===== config.mk =====
export PLATFORM = sky130hd
export DESIGN_NAME = i2c_write_master
export DESIGN_NICKNAME = d
export VERILOG_FILES = /design/src/rtl/i2c_pkg.sv /design/src/rtl/i2c_quarter_tick.sv /design/src/rtl/i2c_write_master.sv
export SDC_FILE = /design/constraint.sdc
export NUM_CORES = 1
export LEC_CHECK = 0
export ABC_AREA = 1
export CORE_MARGIN = 2
export CORE_UTILIZATION = 46
export DETAILED_ROUTE_END_ITERATION = 12
export PLACE_DENSITY_LB_ADDON = 0.05
export SLEW_MARGIN = 10
export SYNTH_ARGS = -nofsm -noshare
export SYNTH_HDL_FRONTEND = slang
export SYNTH_SLANG_ARGS = --single-unit

===== constraint.sdc =====
create_clock -name clk -period 2.05 [get_ports clk]
set_input_delay 0.3075 -clock clk [delete_from_list [all_inputs] [get_ports clk]]
set_output_delay 0.3075 -clock clk [all_outputs]
set_load 0.05 [all_outputs]

===== src/rtl/i2c_pkg.sv =====
// Shared types and frame constants for the I2C write master.
package i2c_pkg;

    typedef enum logic [2:0] {IDLE, START, BIT, ACK_SLOT, STOP, GAP} state_t;

    typedef logic [1:0] quarter_t;

    localparam int BYTES_PER_XFER = 3;
    localparam int BITS_PER_BYTE  = 8;

    function automatic logic is_last_slot(input logic [1:0] slot);
        return slot == 2'(BYTES_PER_XFER - 1);
    endfunction

endpackage


===== src/rtl/i2c_quarter_tick.sv =====
// Quarter-SCL-period divider: tick_o fires on the last count while enabled.
module i2c_quarter_tick #(
    parameter int CLK_DIV = 125
) (
    input  logic clk,
    input  logic rst,
    input  logic en_i,
    output logic tick_o
);

    localparam int W = (CLK_DIV > 1) ? $clog2(CLK_DIV) : 1;

    logic [W-1:0] cnt_q;

    assign tick_o = en_i && (cnt_q == W'(CLK_DIV - 1));

    // Free-running count while enabled, parked at zero otherwise.
    always_ff @(posedge clk or posedge rst) begin
        if (rst) begin
            cnt_q <= '0;
        end else if (!en_i) begin
            cnt_q <= '0;
        end else if (cnt_q == W'(CLK_DIV - 1)) begin
            cnt_q <= '0;
        end else begin
            cnt_q <= cnt_q + W'(1);
        end
    end

endmodule


===== src/rtl/i2c_write_master.sv =====
// I2C write engine: serialises {addr,rw} plus a 16-bit word, collecting ack slots.
module i2c_write_master
    import i2c_pkg::*;
#(
    parameter int CLK_DIV       = 125,
    parameter int IDLE_QUARTERS = 8
) (
    input  logic        clk,
    input  logic        rst,
    input  logic        start,
    input  logic        rwi2c,
    input  logic [6:0]  addressi2c,
    input  logic [15:0] datai2c,
    input  logic        sda_in,
    output logic        scl,
    output logic        sda_oe,
    output logic        busy,
    output logic        transmitionOver,
    output logic        ACK
);

    state_t     state_q;
    quarter_t   quarter_q;
    logic [23:0] shift_q;
    logic       rw_q;
    logic       nack_q;
    logic [2:0] bit_cnt_q;
    logic [1:0] slot_cnt_q;
    logic [7:0] gap_cnt_q;
    logic       scl_q;
    logic       sda_oe_q;
    logic       busy_q;
    logic       done_q;
    logic       ack_q;
    logic       tick_s;

    i2c_quarter_tick #(.CLK_DIV(CLK_DIV)) u_tick (
        .clk    (clk),
        .rst    (rst),
        .en_i   (state_q != IDLE),
        .tick_o (tick_s)
    );

    assign scl             = scl_q;
    assign sda_oe          = sda_oe_q;
    assign busy            = busy_q;
    assign transmitionOver = done_q;
    assign ACK             = ack_q;

    // Frame sequencer: launch in IDLE, every other step advances on a quarter tick.
    always_ff @(posedge clk or posedge rst) begin
        if (rst) begin
            state_q    <= IDLE;
            quarter_q  <= 2'd0;
            shift_q    <= 24'd0;
            rw_q       <= 1'b0;
            nack_q     <= 1'b0;
            bit_cnt_q  <= 3'd0;
            slot_cnt_q <= 2'd0;
            gap_cnt_q  <= 8'd0;
            scl_q      <= 1'b1;
            sda_oe_q   <= 1'b0;
            busy_q     <= 1'b0;
            done_q     <= 1'b0;
            ack_q      <= 1'b0;
        end else begin
            done_q <= 1'b0;
            if (state_q == IDLE) begin
                if (start) begin
                    shift_q    <= {addressi2c, rwi2c, datai2c};
                    rw_q       <= rwi2c;
                    nack_q     <= 1'b0;
                    bit_cnt_q  <= 3'd0;
                    slot_cnt_q <= 2'd0;
                    quarter_q  <= 2'd0;
                    busy_q     <= 1'b1;
                    state_q    <= START;
                end
            end else if (tick_s) begin
                quarter_q <= quarter_q + 2'd1;
                case (state_q)
                    START: begin
                        case (quarter_q)
                            2'd0:    begin scl_q <= 1'b1; sda_oe_q <= 1'b0; end
                            2'd1:    sda_oe_q <= 1'b1;
                            2'd3:    begin scl_q <= 1'b0; state_q <= BIT; end
                            default: ;
                        endcase
                    end
                    BIT: begin
                        case (quarter_q)
                            2'd0:    sda_oe_q <= ~shift_q[23];
                            2'd1:    scl_q <= 1'b1;
                            2'd3: begin
                                scl_q     <= 1'b0;
                                shift_q   <= {shift_q[22:0], 1'b0};
                                bit_cnt_q <= bit_cnt_q + 3'd1;
                                if (bit_cnt_q == 3'(BITS_PER_BYTE - 1)) begin
                                    state_q <= ACK_SLOT;
                                end
                            end
                            default: ;
                        endcase
                    end
                    ACK_SLOT: begin
                        case (quarter_q)
                            2'd0:    sda_oe_q <= 1'b0;
                            2'd1:    scl_q <= 1'b1;
                            2'd2:    if (sda_in) nack_q <= 1'b1;
                            2'd3: begin
                                scl_q <= 1'b0;
                                // A read request is cut short after its address byte.
                                if (nack_q || is_last_slot(slot_cnt_q) ||
                                    (slot_cnt_q == 2'd0 && rw_q)) begin
                                    state_q <= STOP;
                                    if (rw_q) nack_q <= 1'b1;
                                end else begin
                                    state_q    <= BIT;
                                    slot_cnt_q <= slot_cnt_q + 2'd1;
                                end
                            end
                            default: ;
                        endcase
                    end
                    STOP: begin
                        case (quarter_q)
                            2'd0:    begin sda_oe_q <= 1'b1; scl_q <= 1'b0; end
                            2'd1:    scl_q <= 1'b1;
                            2'd2:    sda_oe_q <= 1'b0;
                            2'd3: begin
                                done_q    <= 1'b1;
                                ack_q     <= ~nack_q;
                                gap_cnt_q <= 8'd0;
                                state_q   <= GAP;
                            end
                            default: ;
                        endcase
                    end
                    GAP: begin
                        gap_cnt_q <= gap_cnt_q + 8'd1;
                        if (gap_cnt_q == 8'(IDLE_QUARTERS - 1)) begin
                            state_q <= IDLE;
                            busy_q  <= 1'b0;
                        end
                    end
                    default: state_q <= IDLE;
                endcase
            end
        end
    end

endmodule


==> report_table.html, run 1 <==
<table>
<tr><th>Metric</th><th>Value</th></tr>
<tr><th colspan="2">STA</th></tr>
<tr><td>Setup Total Neg Slack</td><td>0 ns</td></tr>
<tr><td>Final clock skew</td><td>0.00746 ns</td></tr>
<tr><td>Final number of max-transition violations</td><td>0</td></tr>
<tr><td>Slew of the pin with the lowest slew margin</td><td>0.494 ns</td></tr>
<tr><td>Final Setup Violations</td><td>0</td></tr>
<tr><td>Worst hold slack across all endpoints</td><td>0.352 ns</td></tr>
<tr><td>Unrepaired setup endpoints after global routing</td><td>no</td></tr>
<tr><td>Relative slew margins</td><td>67.0%</td></tr>
<tr><td>Maximum clock frequency</td><td>514 MHz</td></tr>
<tr><td>Final worst path period need</td><td>~2 ns</td></tr>
<tr><td>Post-route clock period utilization</td><td>94.9%</td></tr>
<tr><td>Final Hold Vio Count</td><td>0</td></tr>
<tr><td>Worst Setup Slack, final</td><td>0.105 ns</td></tr>
<tr><th colspan="2">Worst setup path</th></tr>
<tr><td>Cell class contributing the biggest share of worst-path delay</td><td>buffers and inverters</td></tr>
<tr><td>Cells on worst reg2reg path</td><td>8</td></tr>
<tr><td>Kind of capture point of the worst setup path</td><td>output pin</td></tr>
<tr><td>Required time at the endpoint of the critical path</td><td>1.74 ns</td></tr>
<tr><td>CP max stage cell</td><td>sky130_fd_sc_hd__clkdlybuf4s50_1</td></tr>
<tr><td>Launching element type of the critical path</td><td>flip-flop</td></tr>
<tr><td>CP peak stage delay</td><td>0.79 ns</td></tr>
<tr><td>Crit Path Max Fanout</td><td>2</td></tr>
<tr><td>Kind of critical path</td><td>flip-flop to output pin</td></tr>
<tr><td>Crit path depth</td><td>1</td></tr>
<tr><td>Critical path, cell by cell</td><td>clkdlybuf4s50_1</td></tr>
<tr><td>CP bufs+invs</td><td>1</td></tr>
<tr><td>Critical path arrival</td><td>1.64 ns</td></tr>
<tr><th colspan="2">Floorplan</th></tr>
<tr><td>Die Y-Extent</td><td>86.9 um</td></tr>
<tr><td>Die extent in x</td><td>86.9 um</td></tr>
<tr><td>Total die area</td><td>7550 um2</td></tr>
<tr><td>Top-level port count</td><td>33</td></tr>
<tr><td>Starting Density</td><td>47.1%</td></tr>
<tr><td>Core outline area</td><td>6720 um2</td></tr>
<tr><td>Count of standard-cell rows</td><td>30</td></tr>
<tr><th colspan="2">Logic synthesis</th></tr>
<tr><td>Count of flip-flops with a built-in enable after synthesis</td><td>0</td></tr>
<tr><td>Share of flip-flops with an asynchronous set or reset after synthesis</td><td>100%</td></tr>
<tr><td>Yosys top cell by area</td><td>sky130_fd_sc_hd__dfrtp_1</td></tr>
<tr><td>Seq/Total Area, Yosys</td><td>around 44%</td></tr>
<tr><td>Most used DFF post-synth</td><td>sky130_fd_sc_hd__dfrtp_1</td></tr>
<tr><td>Mapped Avg Cell Area</td><td>around 7.3 um2</td></tr>
<tr><td>Register bit count reported by yosys</td><td>56</td></tr>
<tr><td>Syn. warnings</td><td>0</td></tr>
<tr><td>Nets in the synthesized netlist</td><td>471</td></tr>
<tr><td>Yosys cell types</td><td>32</td></tr>
<tr><td>Synthesized cell area</td><td>3160 um2</td></tr>
<tr><td>Top cells by area in the synthesized netlist</td><td>sky130_fd_sc_hd__dfrtp_1, sky130_fd_sc_hd__nand2_1, sky130_fd_sc_hd__nand3_1</td></tr>
<tr><td>Most used standard cell by instance count after synthesis</td><td>sky130_fd_sc_hd__nand2_1</td></tr>
<tr><td>Top cell type's share of synthesized area</td><td>43.5%</td></tr>
<tr><td>Post-Syn Instances</td><td>between 400 and 500</td></tr>
<tr><td>Ranking of synthesized cells by instance count</td><td>sky130_fd_sc_hd__nand2_1, sky130_fd_sc_hd__dfrtp_1, sky130_fd_sc_hd__nand3_1</td></tr>
<tr><th colspan="2">Cells and area</th></tr>
<tr><td>Net count of the finished layout</td><td>between 500 and 600</td></tr>
<tr><td>Final-layout fill cell count</td><td>just under 700</td></tr>
<tr><td>Fraction of final layout cells sized beyond drive strength 1</td><td>6.45%</td></tr>
<tr><td>Area growth, synth to finish</td><td>15.5%</td></tr>
<tr><td># diodes</td><td>0</td></tr>
<tr><td>Post-route design area</td><td>3650 um2</td></tr>
<tr><td>Register area</td><td>1400 um2</td></tr>
<tr><td>Footprint of the multi-input gates</td><td>1530 um2</td></tr>
<tr><th colspan="2">Drt</th></tr>
<tr><td>Vias post-DR</td><td>2666</td></tr>
<tr><td>Post-detailed-route DRC marker count</td><td>0</td></tr>
<tr><td>Via density</td><td>4.89</td></tr>
<tr><td>Number of DRC violations after detailed-routing iteration 0</td><td>114</td></tr>
<tr><td>Routed WL</td><td>6.31 mm</td></tr>
<tr><td>Antenna Violating Nets Remaining</td><td>0</td></tr>
<tr><td>Number of search-and-repair iterations in the first detailed-routing pass</td><td>4</td></tr>
<tr><td>Drt wl/cell</td><td>around 12 um</td></tr>
<tr><th colspan="2">Clock network</th></tr>
<tr><td>TritonCTS Buffers</td><td>5</td></tr>
<tr><td>Root buffer selected by CTS</td><td>sky130_fd_sc_hd__clkbuf_8</td></tr>
<tr><td>Post-CTS setup repair buffer count</td><td>0</td></tr>
<tr><td>Clock tree from TritonCTS</td><td>yes</td></tr>
<tr><td>Clock Tree Buf Depth</td><td>2</td></tr>
<tr><td>H-tree Lvls</td><td>2</td></tr>
<tr><td>Clock latency reported for the late side of the worst-skew pair</td><td>0.31 ns</td></tr>
<tr><td>Post-cts hold buffer count</td><td>0</td></tr>
<tr><td>Clock input transition at the sequential cells of the worst setup and hold paths</td><td>0.10 ns</td></tr>
<tr><td>Number of sinks handled by clock tree synthesis</td><td>56</td></tr>
<tr><td>Quantity of gates resized following cts</td><td>0</td></tr>
<tr><th colspan="2">Global route</th></tr>
<tr><td>Antenna violations before repair</td><td>0</td></tr>
<tr><td>Pin count of the biggest net entering global routing</td><td>57</td></tr>
<tr><td>Via count of the first global-routing pass</td><td>2492</td></tr>
<tr><td>Wire length of the first global-routing pass</td><td>11.2 mm</td></tr>
<tr><td>GRT Overall Usage</td><td>18.5%</td></tr>
<tr><td>Sum of overflow across all layers after global routing</td><td>0</td></tr>
<tr><th colspan="2">Placement</th></tr>
<tr><td>Setup Slack @ Placement</td><td>0.217 ns</td></tr>
<tr><td>Gpl congestion</td><td>0.824</td></tr>
<tr><td>Total half-perimeter wirelength after legalization and detailed placement</td><td>4.41 mm</td></tr>
<tr><td>Number of I/O port buffers</td><td>32</td></tr>
<tr><td>Cell Area, Placed</td><td>~3600 um2</td></tr>
<tr><th colspan="2">Run</th></tr>
<tr><td>Number of max-capacitance violations reported</td><td>0</td></tr>
<tr><th colspan="2">Outcome</th></tr>
<tr><td>Result of the run</td><td>complete, no violations</td></tr>
<tr><th colspan="2">Power and ir drop</th></tr>
<tr><td>Total power</td><td>0.00402 W</td></tr>
<tr><td>Peak ir drop on the vdd network</td><td>401 uV</td></tr>
<tr><td>Pwr per Cell Area</td><td>1100 nW/um2</td></tr>
<tr><td>Reported leakage power</td><td>1.90 nW</td></tr>
<tr><th colspan="2">Worst hold path</th></tr>
<tr><td>Min-Delay Path Class</td><td>input port to async pin</td></tr>
</table>
flip-flops by register name (all words and copies together), names as in the netlist:
signal	flops
quarter_q	2
scl	1
state_q	3
sda_oe	1
nack_q	1
ACK	1
busy	1
u_tick.cnt_q	7
gap_cnt_q	8
rw_q	1
shift_q	24
slot_cnt_q	2
bit_cnt_q	3
transmitionOver	1
per-layer routing:
layer / GRT usage (%) / vias up / wire (um)
li1: - / 1413 / -
met1: 24.7 / 1212 / 3120
met2: 31.4 / 36 / 2970
met3: 3.13 / 5 / 156
met4: 4.26 / 0 / 65
met5: 0 / - / 0
final timing paths:
kind | slack, ns | endpoint | startpoint
setup / recovery | 0.11 | scl | scl$_DFFE_PP1P_
hold / removal | 0.35 | shift_q[6]$_DFFE_PP0P_ | rst
setup reg to reg | 0.26 | gap_cnt_q[3]$_DFFE_PP0P_ | u_tick.cnt_q[0]$_DFF_PP0_
hold reg to reg | 0.46 | scl$_DFFE_PP1P_ | scl$_DFFE_PP1P_
max in group asynchronous | 1.40 | scl$_DFFE_PP1P_ | rst
min in group clk | 0.46 | scl$_DFFE_PP1P_ | scl$_DFFE_PP1P_
power breakdown:
part	total, W	switching, W	internal [W]
clock	0.000633	0.000358	0.000276
combinational	0.00177	0.00116	0.000616
sequential	0.00161	0.000215	0.00140
area by class of cell:
| class | instances | area share (%) |
|---|---|---|
| clock buffer | 7 | 2.36 |
| clock inverter | 1 | 0.206 |
| inverter | 36 | 3.77 |
| multi-input combinational | 325 | 41.8 |
| sequential | 56 | 38.4 |
| tap | 80 | 2.74 |
| timing repair buffer | 40 | 10.8 |
metrics by stage:
step                      std cells  util, %
final                           545     54.4
after global routing            545     54.4
after CTS                       545     54.4
after detailed placement        537     53.0
after global placement          537     53.0
after floorplan                 432        -
logic make-up (layout without fill, tap and decap cells):
kind of cell / count (synthesis) / in the layout / share of synthesized area [%]
DFF: 56 / 56 / 44.4
xor gates and xnor gates: 2 / 2 / 0.554
AOI/OAI and AO/OA: 33 / 33 / 5.90
adders and majority gates: 11 / 11 / 4.35
and+or+nand+nor: 279 / 279 / 37.4
buffers and inverters: 51 / 84 / 7.40
placed cells by master (no fill, tap or decap):
| cell | instances |
|---|---|
| sky130_fd_sc_hd__nand2_1 | 192 |
| sky130_fd_sc_hd__dfrtp_1 | 55 |
| sky130_fd_sc_hd__nand3_1 | 43 |
| sky130_fd_sc_hd__inv_1 | 33 |
| sky130_fd_sc_hd__clkdlybuf4s50_1 | 32 |
| sky130_fd_sc_hd__nor2_1 | 26 |
| sky130_fd_sc_hd__o21ai_0 | 18 |
| sky130_fd_sc_hd__ha_1 | 11 |
| sky130_fd_sc_hd__buf_4 | 7 |
| sky130_fd_sc_hd__clkbuf_8 | 6 |
| sky130_fd_sc_hd__a21oi_1 | 5 |
| sky130_fd_sc_hd__nand4_1 | 4 |
| sky130_fd_sc_hd__o21ai_1 | 4 |
| sky130_fd_sc_hd__nor3_1 | 4 |
| sky130_fd_sc_hd__nand2_2 | 3 |
| sky130_fd_sc_hd__inv_2 | 2 |
| sky130_fd_sc_hd__nand2_4 | 2 |
| sky130_fd_sc_hd__a21oi_2 | 2 |
| sky130_fd_sc_hd__nor2_4 | 1 |
| sky130_fd_sc_hd__nor2_8 | 1 |
| sky130_fd_sc_hd__nand3_4 | 1 |
| sky130_fd_sc_hd__inv_4 | 1 |
| sky130_fd_sc_hd__a31oi_1 | 1 |
| sky130_fd_sc_hd__a211oi_2 | 1 |
| sky130_fd_sc_hd__o31ai_1 | 1 |
| sky130_fd_sc_hd__nand3b_1 | 1 |
| sky130_fd_sc_hd__xor2_1 | 1 |
| sky130_fd_sc_hd__xnor2_1 | 1 |
| sky130_fd_sc_hd__nor3b_1 | 1 |
| sky130_fd_sc_hd__o21bai_1 | 1 |
| sky130_fd_sc_hd__clkbuf_1 | 1 |
| sky130_fd_sc_hd__clkinvlp_4 | 1 |
| sky130_fd_sc_hd__buf_12 | 1 |
| sky130_fd_sc_hd__dfstp_2 | 1 |
No activity file was read; power rests on OpenSTA's default activity.
==> inputs of run 2 (changes only) <==
--- a/config.mk
+++ b/config.mk
@@ -9,6 +9,7 @@
 export CORE_MARGIN = 2
 export CORE_UTILIZATION = 46
 export DETAILED_ROUTE_END_ITERATION = 12
+export HOLD_SLACK_MARGIN = 0.03
 export PLACE_DENSITY_LB_ADDON = 0.05
 export SLEW_MARGIN = 10
 export SYNTH_ARGS = -nofsm -noshare
==> results of run 2 <==
Same layout as run 1: the final DEF is identical, and so are final timing and power.
==> inputs of run 3 (changes only) <==
--- a/config.mk
+++ b/config.mk
@@ -6,11 +6,14 @@
 export NUM_CORES = 1
 export LEC_CHECK = 0
 export ABC_AREA = 1
+export CAP_MARGIN = 20
 export CORE_MARGIN = 2
 export CORE_UTILIZATION = 46
+export CTS_BUF_LIST = sky130_fd_sc_hd__clkbuf_8
 export DETAILED_ROUTE_END_ITERATION = 12
 export HOLD_SLACK_MARGIN = 0.03
 export PLACE_DENSITY_LB_ADDON = 0.05
+export SKIP_CTS_REPAIR_TIMING = 1
 export SLEW_MARGIN = 10
 export SYNTH_ARGS = -nofsm -noshare
 export SYNTH_HDL_FRONTEND = slang
==> run 3 against run 2 <==
  * Combinational power about the same
  * Wire length about the same
  * Critical path type unchanged
  * Largest power group unchanged
  * Non-clock buffer count is the same
==> report_table.html, run 3 (synthesized netlist as in run 1, its figures left out) <==
<table>
<tr><th>Metric</th><th>Value</th></tr>
<tr><th colspan="2">Power and ir drop</th></tr>
<tr><td>Reported leakage power</td><td>1.91 nW (was 1.90 nW)</td></tr>
<tr><td>Fraction of power spent switching nets</td><td>43.1% (was 43.0%)</td></tr>
<tr><td>P_sw</td><td>0.00173 W (about the same)</td></tr>
<tr><td>Fraction of power consumed by sequential logic</td><td>40.2% (was 40.1%)</td></tr>
<tr><td>Pwr per Cell Area</td><td>1100 nW/um2 (about the same)</td></tr>
<tr><td>Peak ir drop on the vdd network</td><td>400 uV (was 401 uV)</td></tr>
<tr><td>Combinational share of power</td><td>44.2% (was 44.1%)</td></tr>
<tr><td>Cell-internal power</td><td>0.00229 W (about the same)</td></tr>
<tr><td>Portion of total power attributed to the clock network</td><td>15.6% (was 15.7%)</td></tr>
<tr><th colspan="2">Clock network</th></tr>
<tr><td>Root buffer selected by CTS</td><td>sky130_fd_sc_hd__clkbuf_8 (unchanged)</td></tr>
<tr><td>Clock tree from TritonCTS</td><td>yes (unchanged)</td></tr>
<tr><td>H-tree Lvls</td><td>2 (unchanged)</td></tr>
<tr><td>Number of sinks handled by clock tree synthesis</td><td>56 (unchanged)</td></tr>
<tr><td>Clock input transition at the sequential cells of the worst setup and hold paths</td><td>0.10 ns (about the same)</td></tr>
<tr><td>TritonCTS Buffers</td><td>5 (unchanged)</td></tr>
<tr><td>Clock latency reported for the late side of the worst-skew pair</td><td>0.31 ns (about the same)</td></tr>
<tr><td>Clock Tree Buf Depth</td><td>2 (unchanged)</td></tr>
<tr><th colspan="2">Worst setup path</th></tr>
<tr><td>Launching element type of the critical path</td><td>flip-flop (unchanged)</td></tr>
<tr><td>CP max stage cell</td><td>sky130_fd_sc_hd__clkdlybuf4s50_1 (unchanged)</td></tr>
<tr><td>Kind of critical path</td><td>flip-flop to output pin (unchanged)</td></tr>
<tr><td>Crit Path Max Fanout</td><td>2 (unchanged)</td></tr>
<tr><td>Required time at the endpoint of the critical path</td><td>1.74 ns (about the same)</td></tr>
<tr><td>Cell class contributing the biggest share of worst-path delay</td><td>buffers and inverters (unchanged)</td></tr>
<tr><td>Cells on worst reg2reg path</td><td>8 (unchanged)</td></tr>
<tr><td>Critical path, cell by cell</td><td>clkdlybuf4s50_1 (unchanged)</td></tr>
<tr><td>RR Endpoint</td><td>gap_cnt_q[3]$_DFFE_PP0P_ (unchanged)</td></tr>
<tr><td>CP peak stage delay</td><td>0.79 ns (about the same)</td></tr>
<tr><td>CP bufs+invs</td><td>1 (unchanged)</td></tr>
<tr><td>Critical path arrival</td><td>1.64 ns (about the same)</td></tr>
<tr><td>Kind of capture point of the worst setup path</td><td>output pin (unchanged)</td></tr>
<tr><td>Flop-to-flop setup slack</td><td>0.26 ns (about the same)</td></tr>
<tr><td>Critical R2R Launch</td><td>u_tick.cnt_q[0]$_DFF_PP0_ (unchanged)</td></tr>
<tr><th colspan="2">Global route</th></tr>
<tr><td>Pin count of the biggest net entering global routing</td><td>57 (unchanged)</td></tr>
<tr><td>Via count of the first global-routing pass</td><td>2492 (unchanged)</td></tr>
<tr><td>Antenna violations before repair</td><td>0 (unchanged)</td></tr>
<tr><td>GRT Overall Usage</td><td>18.5% (unchanged)</td></tr>
<tr><td>Sum of overflow across all layers after global routing</td><td>0 (unchanged)</td></tr>
<tr><td>Wire length of the first global-routing pass</td><td>11.2 mm (unchanged)</td></tr>
<tr><th colspan="2">Cells and area</th></tr>
<tr><td>Largest registers</td><td>shift_q (24), gap_cnt_q (8), u_tick.cnt_q (7) (unchanged)</td></tr>
<tr><td># diodes</td><td>0 (unchanged)</td></tr>
<tr><td>Net count of the finished layout</td><td>503 (unchanged)</td></tr>
<tr><td>Register bank with the most flops</td><td>shift_q (unchanged)</td></tr>
<tr><td>Top library cells by usage in the layout, fill and taps aside</td><td>sky130_fd_sc_hd__nand2_1, sky130_fd_sc_hd__dfrtp_1, sky130_fd_sc_hd__nand3_1, sky130_fd_sc_hd__inv_1, sky130_fd_sc_hd__clkdlybuf4s50_1 (unchanged)</td></tr>
<tr><td>Area growth, synth to finish</td><td>15.5% (unchanged)</td></tr>
<tr><td>Commonest non-fill, non-tap cell in the layout</td><td>sky130_fd_sc_hd__nand2_1 (unchanged)</td></tr>
<tr><td>Fraction of final layout cells sized beyond drive strength 1</td><td>6.45% (unchanged)</td></tr>
<tr><td>Number of flip-flops in the largest register</td><td>24 (unchanged)</td></tr>
<tr><th colspan="2">Drt</th></tr>
<tr><td>Number of search-and-repair iterations in the first detailed-routing pass</td><td>4 (unchanged)</td></tr>
<tr><td>Vias post-DR</td><td>2668 (was 2666)</td></tr>
<tr><td>Drt wl/cell</td><td>11.6 um (about the same)</td></tr>
<tr><td>Antenna Violating Nets Remaining</td><td>0 (unchanged)</td></tr>
<tr><td>Number of DRC violations after detailed-routing iteration 0</td><td>114 (unchanged)</td></tr>
<tr><td>Routed WL</td><td>6.31 mm (about the same)</td></tr>
<tr><td>Post-detailed-route DRC marker count</td><td>0 (unchanged)</td></tr>
<tr><td>Via density</td><td>4.90 (was 4.89)</td></tr>
<tr><th colspan="2">Outcome</th></tr>
<tr><td>Result of the run</td><td>complete, no violations (unchanged)</td></tr>
<tr><th colspan="2">STA</th></tr>
<tr><td>Final Hold Vio Count</td><td>0 (unchanged)</td></tr>
<tr><td>Final clock skew</td><td>0.00746 ns (unchanged)</td></tr>
<tr><td>Maximum clock frequency</td><td>514 MHz (unchanged)</td></tr>
<tr><td>Final Setup Violations</td><td>0 (unchanged)</td></tr>
<tr><td>Final number of max-transition violations</td><td>0 (unchanged)</td></tr>
<tr><td>Final worst path period need</td><td>1.94 ns (about the same)</td></tr>
<tr><td>Slew of the pin with the lowest slew margin</td><td>0.494 ns (unchanged)</td></tr>
<tr><td>Unrepaired setup endpoints after global routing</td><td>no (unchanged)</td></tr>
<tr><td>Post-route clock period utilization</td><td>94.9% (about the same)</td></tr>
<tr><td>Worst hold slack across all endpoints</td><td>0.352 ns (about the same)</td></tr>
<tr><td>Relative slew margins</td><td>67.0% (unchanged)</td></tr>
<tr><td>Setup Total Neg Slack</td><td>0 ns (unchanged)</td></tr>
<tr><th colspan="2">Floorplan</th></tr>
<tr><td>Count of standard-cell rows</td><td>30 (unchanged)</td></tr>
<tr><td>Core outline area</td><td>6720 um2 (unchanged)</td></tr>
<tr><td>Die extent in x</td><td>86.9 um (unchanged)</td></tr>
<tr><td>Total die area</td><td>7550 um2 (unchanged)</td></tr>
<tr><td>Die Y-Extent</td><td>86.9 um (unchanged)</td></tr>
<tr><td>Starting Density</td><td>47.1% (unchanged)</td></tr>
<tr><td>Top-level port count</td><td>33 (unchanged)</td></tr>
<tr><th colspan="2">Placement</th></tr>
<tr><td>Gpl congestion</td><td>0.824 (unchanged)</td></tr>
<tr><td>Total half-perimeter wirelength after legalization and detailed placement</td><td>4.41 mm (unchanged)</td></tr>
<tr><td>Number of I/O port buffers</td><td>32 (unchanged)</td></tr>
<tr><th colspan="2">Run</th></tr>
<tr><td>Number of max-capacitance violations reported</td><td>0 (unchanged)</td></tr>
<tr><th colspan="2">Worst hold path</th></tr>
<tr><td>Min-Delay Path Class</td><td>input port to async pin (unchanged)</td></tr>
</table>
run 3: stage by stage:
| step | util, % | cell area [um2] | power [W] | worst slack (ns) | cells |
|---|---|---|---|---|---|
| 3_5_place_dp | 53.0 | 3560 | 0.00343 | 0.217 | 537 |
| 3_3_place_gp | 53.0 | 3560 | 0.00340 | 0.249 | 537 |
| 4_1_cts | 54.4 | 3650 | 0.00407 | 0.0919 | 545 |
| 6_report | 54.4 | 3650 | 0.00402 | 0.105 | 545 |
| 5_1_grt | 54.4 | 3650 | 0.00443 | 0.0113 | 545 |
| 2_1_floorplan | - | 3160 | 0.00302 | 0.373 | 432 |
run 3: metal layers:
| layer | up-vias | global-route usage, % | routed length, um |
|---|---|---|---|
| met4 | 0 | 4.26 | 65 |
| met1 | 1214 | 24.7 | 3120 |
| li1 | 1413 | - | - |
| met5 | - | 0 | 0 |
| met2 | 36 | 31.4 | 2960 |
| met3 | 5 | 3.13 | 158 |
run 3: area by class of cell:
class,count,area (um2)
timing repair buffer,40,393
clock inverter,2,11.3
tap,80,100
clock buffer,6,82.6
fill,677,3070
inverter,36,138
sequential,56,1400
multi-input combinational,325,1530
run 3: power groups by stage:
stage	clock network, W	logic, W	registers, W
floorplan	0	0.00148	0.00155
global placement	0	0.00178	0.00162
detailed placement	0	0.00181	0.00163
CTS	0.000654	0.00181	0.00161
global route	0.000700	0.00208	0.00165
finish	0.000627	0.00178	0.00161
run 3: how the worst max path moves through the flow:
stage / from / to / slack, ns / cells past startpoint
2_1_floorplan: rst / ACK$_DFFE_PP0P_ / 0.37 / 1
6_report: scl$_DFFE_PP1P_ / scl / 0.11 / 1
3_5_place_dp: u_tick.cnt_q[0]$_DFF_PP0_ / gap_cnt_q[3]$_DFFE_PP0P_ / 0.22 / 8
4_1_cts: scl$_DFFE_PP1P_ / scl / 0.09 / 1
5_1_grt: u_tick.cnt_q[0]$_DFF_PP0_ / gap_cnt_q[3]$_DFFE_PP0P_ / 0.01 / 9
3_3_place_gp: u_tick.cnt_q[0]$_DFF_PP0_ / gap_cnt_q[3]$_DFFE_PP0P_ / 0.25 / 8
run 3: worst register-to-register path, stage by stage (launching register included):
cell	delay [ns]
sky130_fd_sc_hd__dfrtp_1	0.42
sky130_fd_sc_hd__inv_1	0.07
sky130_fd_sc_hd__ha_1	0.15
sky130_fd_sc_hd__nand2_1	0.05
sky130_fd_sc_hd__inv_1	0.11
sky130_fd_sc_hd__nand2_1	0.15
sky130_fd_sc_hd__inv_1	0.08
sky130_fd_sc_hd__nand4_1	0.38
sky130_fd_sc_hd__o21ai_0	0.31
